[src/rtl/serial_bit_source.sv]
// serial_bit_source: parallel-to-serial stage feeding the sequence detector.
// Takes WIDTH-bit words on a valid/ready handshake and emits one bit per clk.
// Ports:
//   clk          rising-edge clock
//   rst          asynchronous active-low reset
//   in_data      word to serialize
//   in_valid     in_data is valid
//   in_ready     block can take a word this cycle (decoded from state/counters)
//   out          serial bit, 0 whenever out_valid is low
//   out_valid    out carries a word bit this cycle
//   frame_start  high with the first bit of each word
//   busy         state != IDLE
module serial_bit_source #(
  parameter int unsigned WIDTH     = 8,
  parameter bit          MSB_FIRST = 1'b1,
  parameter int unsigned GAP       = 0
) (
  input  logic             clk,
  input  logic             rst,
  input  logic [WIDTH-1:0] in_data,
  input  logic             in_valid,
  output logic             in_ready,
  output logic             out,
  output logic             out_valid,
  output logic             frame_start,
  output logic             busy
);

  localparam int unsigned CNT_W = (WIDTH > 1) ? $clog2(WIDTH) : 1;
  localparam int unsigned GAP_W = 8;
  localparam logic [CNT_W-1:0] LAST_BIT = CNT_W'(WIDTH - 1);
  localparam logic [GAP_W-1:0] LAST_GAP = (GAP == 0) ? GAP_W'(0) : GAP_W'(GAP - 1);

  typedef enum logic [1:0] {
    ST_IDLE  = 2'd0,
    ST_SHIFT = 2'd1,
    ST_GAP   = 2'd2
  } state_t;

  state_t             state_q, state_d;
  logic [WIDTH-1:0]   shreg_q, shreg_d;
  logic [CNT_W-1:0]   bit_cnt_q, bit_cnt_d;
  logic [GAP_W-1:0]   gap_cnt_q, gap_cnt_d;
  logic [WIDTH-1:0]   shreg_shifted;
  logic               next_bit;

  // Shift away the bit just sent, towards the output end.
  always_comb begin
    if (MSB_FIRST) shreg_shifted = {shreg_q[WIDTH-2:0], 1'b0};
    else           shreg_shifted = {1'b0, shreg_q[WIDTH-1:1]};
  end

  // State register and datapath.
  always_ff @(posedge clk or negedge rst) begin
    if (!rst) begin
      state_q   <= ST_IDLE;
      shreg_q   <= '0;
      bit_cnt_q <= '0;
      gap_cnt_q <= '0;
    end else begin
      state_q   <= state_d;
      shreg_q   <= shreg_d;
      bit_cnt_q <= bit_cnt_d;
      gap_cnt_q <= gap_cnt_d;
    end
  end

  // Next-state, counters and handshake decode.
  always_comb begin
    state_d   = state_q;
    shreg_d   = shreg_q;
    bit_cnt_d = bit_cnt_q;
    gap_cnt_d = gap_cnt_q;
    in_ready  = 1'b0;
    case (state_q)
      ST_IDLE: begin
        in_ready = 1'b1;
        if (in_valid) begin
          state_d   = ST_SHIFT;
          shreg_d   = in_data;
          bit_cnt_d = '0;
        end
      end
      ST_SHIFT: begin
        if (bit_cnt_q == LAST_BIT) begin
          if (GAP == 0) begin
            // Seamless reload: next word starts right after this last bit.
            in_ready = 1'b1;
            if (in_valid) begin
              shreg_d   = in_data;
              bit_cnt_d = '0;
            end else begin
              state_d = ST_IDLE;
            end
          end else begin
            state_d   = ST_GAP;
            gap_cnt_d = '0;
          end
        end else begin
          shreg_d   = shreg_shifted;
          bit_cnt_d = bit_cnt_q + CNT_W'(1);
        end
      end
      ST_GAP: begin
        if (gap_cnt_q == LAST_GAP) begin
          in_ready = 1'b1;
          if (in_valid) begin
            state_d   = ST_SHIFT;
            shreg_d   = in_data;
            bit_cnt_d = '0;
          end else begin
            state_d = ST_IDLE;
          end
        end else begin
          gap_cnt_d = gap_cnt_q + GAP_W'(1);
        end
      end
      default: state_d = ST_IDLE;
    endcase
  end

  // Bit currently at the output end of the next shift register value.
  assign next_bit = MSB_FIRST ? shreg_d[WIDTH-1] : shreg_d[0];

  // Outputs registered from next-state values so they line up with the state.
  always_ff @(posedge clk or negedge rst) begin
    if (!rst) begin
      out         <= 1'b0;
      out_valid   <= 1'b0;
      frame_start <= 1'b0;
      busy        <= 1'b0;
    end else begin
      out         <= (state_d == ST_SHIFT) ? next_bit : 1'b0;
      out_valid   <= (state_d == ST_SHIFT);
      frame_start <= (state_d == ST_SHIFT) && (bit_cnt_d == '0);
      busy        <= (state_d != ST_IDLE);
    end
  end

endmodule
[config.mk]
export PLATFORM = sky130hd
export DESIGN_NAME = serial_bit_source
export DESIGN_NICKNAME = d
export VERILOG_FILES = /design/src/rtl/serial_bit_source.sv
export SDC_FILE = /design/constraint.sdc
export NUM_CORES = 1
export LEC_CHECK = 0
export CELL_PAD_IN_SITES_DETAIL_PLACEMENT = 0
export CELL_PAD_IN_SITES_GLOBAL_PLACEMENT = 1
export CORE_AREA = 2 2 55 57
export DETAILED_ROUTE_END_ITERATION = 8
export DIE_AREA = 0 0 57 59
export PLACE_DENSITY = 0.77
export REMOVE_ABC_BUFFERS = 1
export SLEW_MARGIN = 20
export SYNTH_ARGS = -nofsm -noshare
export SYNTH_HDL_FRONTEND = slang
export SYNTH_SLANG_ARGS = --single-unit
[constraint.sdc]
create_clock -name clk -period 4.46 [get_ports clk]
set_input_delay 0.892 -clock clk [delete_from_list [all_inputs] [get_ports clk]]
set_output_delay 0.892 -clock clk [all_outputs]
set_load 0.05 [all_outputs]
==> flow_summary.ini <==
[outcome]
outcome = finished, final reports clean

[power_and_ir_drop]
leakagePower_uw = 0.000622
powerDensity_nw_per_um2 = 500
max-vdd-ir-drop_uv = 313

[logic_synthesis]
synth_area_leaders = dfrtp_1, mux2_1, mux2_2, ha_1, xnor2_1
synth_top_cell_by_area = dfrtp_1
netlist_area_sq_um = 1210
synthCells = 101
synth_top_area_frac = 0.496
ys_seq_area_frac = 0.496
synth.distinct_cells = 33
syn_area_per_cell_sq_um = 12.0
synth-seq-cells = 24
yosys_warnings = 0

[setup_path]
slowest_stage = clkdlybuf4s50_1
crit_arrival_ps = 2520
crit_fanout = 5
cp_cell_sequence = inv_1 > ha_1 > nor4b_1 > a21oi_1 > o2bb2ai_1 > clkdlybuf4s50_1
crit_type = flop to primary output
end_kind = primary output
crit_required_ps = 3570
r2r-start = bit_cnt_q[0]$_DFF_PN0_
start_kind = flop
crit_path_start = gap_cnt_q[0]$_DFFE_PN0P_
max_stage_delay_ps = 810

[placed_design]
dpl.hpwl_um = 1610
dpl_cell_area_sq_um = 1400
place.port_buffers = 15
placed_cells = 146
place_congestion = 0.837

[route]
vias_per_cell = 5.48
drt-wirelength-per-cell_um = 14.7
drc = 0
drtAntennaViolNets = 0
vias = 817
drt_iter0_markers = 19
wl_um = 2190
firstDrtPassIters = 4

[floorplanning]
dieHeight_um = 59
core_sq_um = 2710
num_io_pins = 16
die-area_sq_um = 3360
die_w_um = 57
start_util = 0.447
num_rows = 19

[clock_network]
clk_pin_slew_ps = 130
cts_buffers = 3
cts_sinks = 24
cts_setup_buffers = 0
cts_tree = built
cts_resized = 0
insertion_delay_ps = 310
holdBufCountCts = 0
clock-root-buffer = clkbuf_4
clock_path_buffers = 2
htreeDepth = 1

[timing]
worst_slew_pin_slew_ps = 638
drv_slew = 0
max_freq_mhz = 293
setup_viol = 0
min_period_over_period = 0.764
setup_tns_ps = 0
clock_skew_ps = 4.67
relSlewSlack = 0.573
period_minus_slack_ps = 3410
rsz0062_at_grt = no
report.final.hold_viol_count = 0

[flow_run]
max-cap-violations = 0

[grt]
grt_antenna_before_repair = 0
grt_max_degree = 25
grt_pass1_wl_um = 3850
groute.usage.overall = 0.154
overflow = 0
grt_pass1_vias = 817

[finish]
finalInstanceArea_sq_um = 1410
fin_nets = 136
area_growth_pct = 16.6
drive_gt1_frac = 0.161
layoutNonFillerInstCount = 149
antenna_cells = 0

[hold_path]
hp-start = shreg_q[0]$_DFFE_PN0P_
hp-class = flop to flop
## synth_stat cells
cell type	instances
a211o_1	1
and3_1	1
o31ai_4	1
xnor2_1	7
nor3_1	1
inv_1	10
a21oi_1	2
o21ai_2	2
nor4_1	1
nand3_1	3
and2_1	1
nor4_2	1
and4b_1	1
or4b_4	1
dfrtp_1	24
a32oi_1	1
or3_1	3
a211oi_2	1
o2bb2ai_1	2
nor3b_2	1
nand2_1	8
o211ai_1	2
o221a_2	1
ha_1	5
o21ai_0	1
nand4_1	1
nor3_2	1
mux2_2	6
buf_2	1
nand2b_1	2
nor3b_1	1
mux2_1	6
nor4b_1	1
## registers in the layout (all words and copies together), names as in the netlist
| register | cells |
|---|---|
| bit_cnt_q | 3 |
| out_valid | 1 |
| state_q | 2 |
| frame_start | 1 |
| busy | 1 |
| out | 1 |
| shreg_q | 7 |
| gap_cnt_q | 8 |
## critical path, delay by kind of cell, from the launching register on
family,cells,cell delay [ps]
adders and majority gates,1,170
and+or+nand+nor,1,390
DFF,1,440
buffers and inverters,2,930
AOI/OAI and AO/OA,2,270
## cells by family after synthesis
group                      synth area share
and+or+nand+nor                       0.150
DFF                                   0.496
AOI/OAI and AO/OA                     0.105
muxes                                 0.112
buffers and inverters                0.0351
xor gates and xnor gates             0.0506
adders and majority gates            0.0517
## final cells by class
class	instances	area [sq um]
fillers	255	1300
flip-flops and latches	24	601
multi-input cells	66	568
repair buffers	15	145
well taps	31	38.8
inverters	10	37.5
clock buffers	3	22.5
## stage by stage
stage	power [uW]	utilization	setup slack, ps	hold slack [ps]
after CTS	715	0.523	1040	513
after global placement	609	0.515	1450	468
final	706	0.521	1050	502
after global routing	760	0.521	829	540
after floorplan	534	-	1700	451
after detailed placement	621	0.515	1420	479
## final timing paths
path | endpoint | slack, ps | depth (start not counted)
worst min-delay path | shreg_q[0]$_DFFE_PN0P_ | 500 | 1
worst max register to register | shreg_q[6]$_DFFE_PN0P_ | 2210 | 5
max in group asynchronous | frame_start$_DFF_PN0_ | 3560 | 1
worst min register to register | shreg_q[0]$_DFFE_PN0P_ | 500 | 1
min in group asynchronous | out$_DFF_PN0_ | 540 | 1
worst max-delay path | in_ready | 1050 | 6
## layer usage
layer,wire [um],track usage,up-vias
li1,-,-,397
met1,1080,0.220,405
met2,1020,0.222,13
met3,70,0.0371,2
met4,21,0.0698,0
met5,0,0,-
## where the power goes
group	switching, uW	total (uW)	internal (uW)
sequential	32.2	302	270
combinational	170	309	139
clock	62.9	94.4	31.5
total	265	706	441
## layout by cell type (no fill, tap or decap), types with 2 or more instances in the layout
cell / Yosys / routed
nand3_1: 3 / 3
clkbuf_4: 0 / 3
o211ai_1: 2 / 2
nand2b_1: 2 / 2
a21oi_1: 2 / 2
clkdlybuf4s50_1: 0 / 14
dfrtp_1: 24 / 24
nand2_1: 8 / 8
ha_1: 5 / 5
inv_1: 10 / 10
o2bb2ai_1: 2 / 2
o21ai_2: 2 / 2
or3_1: 3 / 3
xnor2_1: 7 / 7
mux2_1: 6 / 6
mux2_2: 6 / 6
(Power assumes the default switching activity.)
